`src/rtl/input_port_rc_if.sv`:
```
// ---------------------------------------------------------------------------
// input_port_rc_if
// Groups the flit handshake of a router input port: the upstream push side
// (in_valid/in_data/full), the switch-allocator side (label/data_out/ready)
// and status (count/overflow_err).
//   master : upstream sender + allocator (drives in_valid, in_data, ready)
//   slave  : the input port itself (drives full, label, data_out, count,
//            overflow_err)
// ---------------------------------------------------------------------------
interface input_port_rc_if #(
    parameter int DATASIZE = 40,
    parameter int WIDTH    = 3
);
    logic                in_valid;
    logic [DATASIZE-1:0] in_data;
    logic                full;
    logic [3:0]          label;
    logic [DATASIZE-1:0] data_out;
    logic                ready;
    logic [WIDTH:0]      count;
    logic                overflow_err;

    modport master (
        output in_valid,
        output in_data,
        output ready,
        input  full,
        input  label,
        input  data_out,
        input  count,
        input  overflow_err
    );

    modport slave (
        input  in_valid,
        input  in_data,
        input  ready,
        output full,
        output label,
        output data_out,
        output count,
        output overflow_err
    );
endinterface

```
`src/rtl/input_port_rc.sv`:
```
// ---------------------------------------------------------------------------
// input_port_rc
// Router input port: a DEPTH-entry first-word-fall-through flit FIFO with an
// XY route computation on the head flit, feeding the switch allocator.
// Ports:
//   clk    - clock
//   rst_n  - asynchronous active-low reset (discards all stored flits)
//   bus    - input_port_rc_if.slave:
//              in_valid/in_data  upstream push, refused while full
//              full              FIFO full, back-pressure to upstream
//              label             {W,N,E,S} route of head, 4'b0000 local,
//                                4'b1111 when no flit is present
//              data_out          head flit (zero when empty)
//              ready             allocator pops the head flit
//              count             occupancy 0..DEPTH
//              overflow_err      sticky: push attempted while full
// ---------------------------------------------------------------------------
module input_port_rc #(
    parameter int         DEPTH    = 8,
    parameter int         WIDTH    = 3,
    parameter int         DATASIZE = 40,
    parameter logic [1:0] X_COORD  = 2'd0,
    parameter logic [1:0] Y_COORD  = 2'd0
) (
    input logic              clk,
    input logic              rst_n,
    input_port_rc_if.slave   bus
);

    localparam logic [WIDTH:0]   L_DEPTH   = (WIDTH+1)'(DEPTH);
    localparam logic [WIDTH:0]   L_CNT_ONE = (WIDTH+1)'(1);
    localparam logic [WIDTH-1:0] L_PTR_ONE = WIDTH'(1);

    logic [DATASIZE-1:0] r_mem [DEPTH];
    logic [WIDTH-1:0]    r_wr_ptr;
    logic [WIDTH-1:0]    r_rd_ptr;
    logic [WIDTH:0]      r_count;
    logic                r_overflow_err;

    logic                w_empty;
    logic                w_full;
    logic                w_push;
    logic                w_pop;
    logic [DATASIZE-1:0] w_head;
    logic [1:0]          w_dx;
    logic [1:0]          w_dy;
    logic [3:0]          w_label;

    // Status is decoded only from the registered occupancy; a pop in the
    // same cycle does not free a slot for a push while full.
    assign w_empty = (r_count == {(WIDTH+1){1'b0}});
    assign w_full  = (r_count == L_DEPTH);
    assign w_push  = bus.in_valid & ~w_full;
    assign w_pop   = bus.ready & ~w_empty;

    // Flit storage; no reset so the array maps onto plain registers/RAM.
    always_ff @(posedge clk) begin
        if (w_push) begin
            r_mem[r_wr_ptr] <= bus.in_data;
        end
    end

    // Pointers, occupancy and the sticky overflow flag.
    always_ff @(posedge clk or negedge rst_n) begin
        if (!rst_n) begin
            r_wr_ptr       <= {WIDTH{1'b0}};
            r_rd_ptr       <= {WIDTH{1'b0}};
            r_count        <= {(WIDTH+1){1'b0}};
            r_overflow_err <= 1'b0;
        end else begin
            if (w_push) begin
                r_wr_ptr <= r_wr_ptr + L_PTR_ONE;
            end
            if (w_pop) begin
                r_rd_ptr <= r_rd_ptr + L_PTR_ONE;
            end
            case ({w_push, w_pop})
                2'b10:   r_count <= r_count + L_CNT_ONE;
                2'b01:   r_count <= r_count - L_CNT_ONE;
                default: r_count <= r_count;
            endcase
            if (bus.in_valid && w_full) begin
                r_overflow_err <= 1'b1;
            end
        end
    end

    // Head flit straight from storage; forced to zero when empty so the
    // allocator never sees stale contents.
    assign w_head = w_empty ? {DATASIZE{1'b0}} : r_mem[r_rd_ptr];
    assign w_dx   = w_head[35:34];
    assign w_dy   = w_head[33:32];

    // XY routing: resolve X first, then Y; at most one direction bit set.
    always_comb begin
        w_label = 4'b1111;
        if (w_empty) begin
            w_label = 4'b1111;
        end else if (w_dx > X_COORD) begin
            w_label = 4'b0010;
        end else if (w_dx < X_COORD) begin
            w_label = 4'b1000;
        end else if (w_dy > Y_COORD) begin
            w_label = 4'b0001;
        end else if (w_dy < Y_COORD) begin
            w_label = 4'b0100;
        end else begin
            w_label = 4'b0000;
        end
    end

    assign bus.full         = w_full;
    assign bus.label        = w_label;
    assign bus.data_out     = w_head;
    assign bus.count        = r_count;
    assign bus.overflow_err = r_overflow_err;

endmodule

```
`src/flat_wrapper.sv`:
```
// flat-port wrapper written by rule: the top's interface ports become plain ports
module input_port_rc_flat 
#(
    parameter int         DEPTH    = 8,
    parameter int         WIDTH    = 3,
    parameter int         DATASIZE = 40,
    parameter logic [1:0] X_COORD  = 2'd0,
    parameter logic [1:0] Y_COORD  = 2'd0
)
  (clk, rst_n, bus_in_valid, bus_in_data, bus_ready, bus_full, bus_label, bus_data_out, bus_count, bus_overflow_err);
  input_port_rc_if #(.DATASIZE(DATASIZE), .WIDTH(WIDTH)) bus_i ();
  input logic clk;
  input logic rst_n;
  input wire logic [$bits(bus_i.in_valid)-1:0] bus_in_valid;
  input wire logic [$bits(bus_i.in_data)-1:0] bus_in_data;
  input wire logic [$bits(bus_i.ready)-1:0] bus_ready;
  output wire logic [$bits(bus_i.full)-1:0] bus_full;
  output wire logic [$bits(bus_i.label)-1:0] bus_label;
  output wire logic [$bits(bus_i.data_out)-1:0] bus_data_out;
  output wire logic [$bits(bus_i.count)-1:0] bus_count;
  output wire logic [$bits(bus_i.overflow_err)-1:0] bus_overflow_err;
  assign bus_i.in_valid = bus_in_valid;
  assign bus_i.in_data = bus_in_data;
  assign bus_i.ready = bus_ready;
  assign bus_full = bus_i.full;
  assign bus_label = bus_i.label;
  assign bus_data_out = bus_i.data_out;
  assign bus_count = bus_i.count;
  assign bus_overflow_err = bus_i.overflow_err;
  input_port_rc #(.DEPTH(DEPTH), .WIDTH(WIDTH), .DATASIZE(DATASIZE), .X_COORD(X_COORD), .Y_COORD(Y_COORD)) u_core (.clk(clk), .rst_n(rst_n), .bus(bus_i));
endmodule
```
`config.mk`:
```
export PLATFORM = sky130hd
export DESIGN_NAME = input_port_rc_flat
export DESIGN_NICKNAME = d
export VERILOG_FILES = /design/src/rtl/input_port_rc_if.sv /design/src/rtl/input_port_rc.sv /design/src/flat_wrapper.sv
export SDC_FILE = /design/constraint.sdc
export NUM_CORES = 1
export LEC_CHECK = 0
export CAP_MARGIN = 25
export CORE_ASPECT_RATIO = 1.25
export CORE_UTILIZATION = 45
export DETAILED_ROUTE_END_ITERATION = 16
export PLACE_DENSITY = 0.61
export SYNTH_ARGS = -nofsm -noshare
export SYNTH_HDL_FRONTEND = slang
export SYNTH_SLANG_ARGS = --single-unit
```
`constraint.sdc`:
```
create_clock -name clk -period 9.4 [get_ports clk]
set_input_delay 1.88 -clock clk [delete_from_list [all_inputs] [get_ports clk]]
set_output_delay 1.88 -clock clk [all_outputs]
set_load 0.1 [all_outputs]
```
==> impl_metrics.ini <==
[status]
outcome = completed

[sta]
max_freq_mhz = 160
final.setup.worst_slack_ns = 3.14
fin_worst_skew_ns = 0.0155
final_max_slew_viol_count = 0
setup_repair_after_global_routing_missed_its_margin = no
hold_violations = 0
final_period_minus_worst_setup_slack_ns = 6.26
fin_tns_setup_ns = 0
final.period_utilization_pct = 66.6
worst-slew-pin-transition_ns = 0.997
max_slew_margin_pct = 33.3
setup-violations-final = 0

[place]
placement.io_buffers = 93
place_hpwl_um = 13800
pre_cts_ws_ns = 3.71
gp_congestion = 0.711
placed_cells = 1059

[critical_path]
worst_ep_arrival_time_ns = 4.38
crit_path_cell_trace = buf_4, inv_2, nor4_1, nor4_1, a31o_1, clkdlybuf4s50_1
r2r-start = u_core.bus.count[1]
ff2ff_setup_slack_ns = 6.52
end_kind = output port
critPathLaunchType = flop
critical_path.reg2reg.endpoint = u_core.r_mem[3][8]
worstPathRequired_ns = 7.52
crit_path_max_fanout = 49
critical_path_class = flop to output port
critical-path-top-cell-by-count = nor4_1
worst_path_max_delay_cell = clkdlybuf4s50_1
cp_slowest_stage_delay_ns = 1.13
timing.reg2reg.worst_path_depth = 5

[clocking]
cts.clk_slew.worst_paths_ns = 0.06
cts.sink_count = 331
numCtsBuffers = 31
root_buffer = clkbuf_16
cts_setup_buffers = 0
cts_buffer_depth = 3
post_cts_resize_count = 0
cts_tree = yes
clkLatencyLatePin_ns = 0.55
cts.htree.levels = 1
ctsHoldBuffers = 0

[die]
placementRows = 68
die_area_um2 = 29300
initial_standard_cell_utilization_of_the_core_pct = 46.2
num_io_pins = 94
floorplan.die.height_um = 191
die-width_um = 153
core_area_um2 = 27800

[synth]
synth.yosys.seq_area_share_pct = 76.8
dominant_combinational_cell_family_by_area_after_synthesis = multiplexers
asyncSetResetFlopFracSynth_pct = 3.32
yosysUniqueCellTypes = 37
synthFlopType = edfxtp_1
cell_with_the_most_instances_after_synthesis = edfxtp_1
synth_fp_nets = 687
synth_largest_type_area_fraction_pct = 74.7
yosys_warnings = 0
synth.ff_latch_count = 331
area_fraction_in_compound_gates_after_synthesis_pct = 1.93
synth-adder-area-share_pct = 0.486
post_synth_most_frequent_cells = edfxtp_1 (320), nand2_1 (84), mux4_2 (80)
yosysTopAreaCell = edfxtp_1
synth_simple_gate_area_share_pct = 4.19
synth.area.mux_share_pct = 14.4
post_synth.cell_area_avg_um2 = 20.2
synth.cell_area_um2 = 12900
syn-instance-count = 638
synth-edff-count = 320
post_synth_xor_area_fraction_pct = 0.545
post_synth_main_area_contributors = edfxtp_1 (75%), mux4_2 (14%), nand2_1 (2.5%), dfrtp_1 (2.1%), a21oi_1 (1.5%)

[drt]
drt-initial-drc-count = 392
route.detailed.vias_per_inst = 5.59
ant_nets = 0
drt_wl_total_um = 26000
route.vias.total = 6237
firstDrtPassIters = 5
route.detailed.wl_per_inst_um = 23.3
drc_errors = 0

[job]
timing.max_cap.violations = 0

[global_route]
global_route.usage.total_pct = 18.3
grt_max_degree = 60
grt_pass1_vias = 6699
antenna_found_initial = 1
globalRoute.totalOverflow = 0
grt_first_pass_wirelength_um = 40000

[hold_path]
hold_end = u_core.bus.overflow_err
hold_start = u_core.bus.overflow_err
min_delay_path_depth = 1
hold_path.class = flop to flop

[layout]
final_layout_size_suffix_gt1_share_pct = 21.1
final_nets = 791
flow.area_growth_from_synthesis_pct = 18.9
postLayoutCoreUtil_pct = 55.0
final-instance-count-excl-fill = 1115
final.fill_count = 2083
[cell usage in the layout (no fill, tap or decap), types with 4 or more instances in the layout]
cell type / n
a21oi_1: 39
bufinv_16: 8
clkinv_2: 7
xor2_1: 4
nor4_1: 4
clkdlybuf4s50_1: 93
clkbuf_16: 31
nor2_1: 10
ha_1: 5
buf_4: 14
nor3_1: 4
edfxtp_1: 320
clkinv_1: 6
mux4_2: 80
nand2_1: 84
dfrtp_1: 8
nor2_4: 6
xnor2_1: 4
[registers in the layout, indices dropped and copies added (netlist names)]
signal                   count
u_core.bus.count             4
u_core.bus.overflow_err      1
u_core.r_wr_ptr              3
u_core.r_mem               320
u_core.r_rd_ptr              3
[final cells by class]
| cell class | instances | area [um^2] | share of cell area [%] |
|---|---|---|---|
| tap | 350 | 438 | 2.86 |
| antenna | 1 | 2.50 | 0.0164 |
| clock buffer | 33 | 783 | 5.12 |
| timing repair buffer | 107 | 1040 | 6.77 |
| inverter | 4 | 15.0 | 0.0982 |
| sequential | 331 | 9890 | 64.7 |
| multi-input combinational | 267 | 2820 | 18.5 |
| clock inverter | 22 | 307 | 2.00 |
[metrics by stage]
step / cell area, um^2 / hold slack, ns
4_1_cts: 15300 / 0.466
2_1_floorplan: 12900 / 0.487
3_3_place_gp: 14200 / 0.442
6_report: 15300 / 0.457
3_5_place_dp: 14200 / 0.452
5_1_grt: 15300 / 0.485
[kinds of logic (layout without fill, tap and decap cells)]
family,count (synthesis),count (layout)
adder cells (fa/ha/maj),5,5
other,0,1
AND/OR/NAND/NOR,125,125
buffers and inverters,40,166
flip-flops,331,331
AO/OA/AOI/OAI,45,45
XOR/XNOR,8,8
multiplexers,84,84
[how the worst max path moves through the flow]
stage,start,cells after the start,slack [ns],to
after floorplan,u_core.bus.count[1],2,3.22,bus_full
after global placement,u_core.r_rd_ptr[0],5,3.72,bus_data_out[17]
after detailed placement,u_core.r_rd_ptr[0],5,3.71,bus_data_out[17]
after CTS,u_core.r_rd_ptr[0],5,3.11,bus_data_out[17]
after global routing,u_core.r_rd_ptr[0],5,2.94,bus_data_out[17]
final,u_core.r_rd_ptr[2],6,3.14,bus_label[0]
[layer usage]
| layer | track usage, % | vias up | part of all wire [%] |
|---|---|---|---|
| met2 | 32.6 | 172 | 52 |
| met5 | 0 | - | 0 |
| met1 | 23.9 | 3252 | 41 |
| met3 | 2.38 | 39 | 5.2 |
| met4 | 4.78 | 0 | 1.7 |
| li1 | - | 2774 | - |
[critical path, delay by kind of cell (launching register included)]
family | cells | cell delay, ns
flip-flops | 1 | 0.38
AO/OA/AOI/OAI | 1 | 0.25
buffers and inverters | 3 | 2.29
AND/OR/NAND/NOR | 2 | 0.89
Power is not shown: default switching activity piles up to over one toggle a cycle in this logic, so the estimate is an artifact.
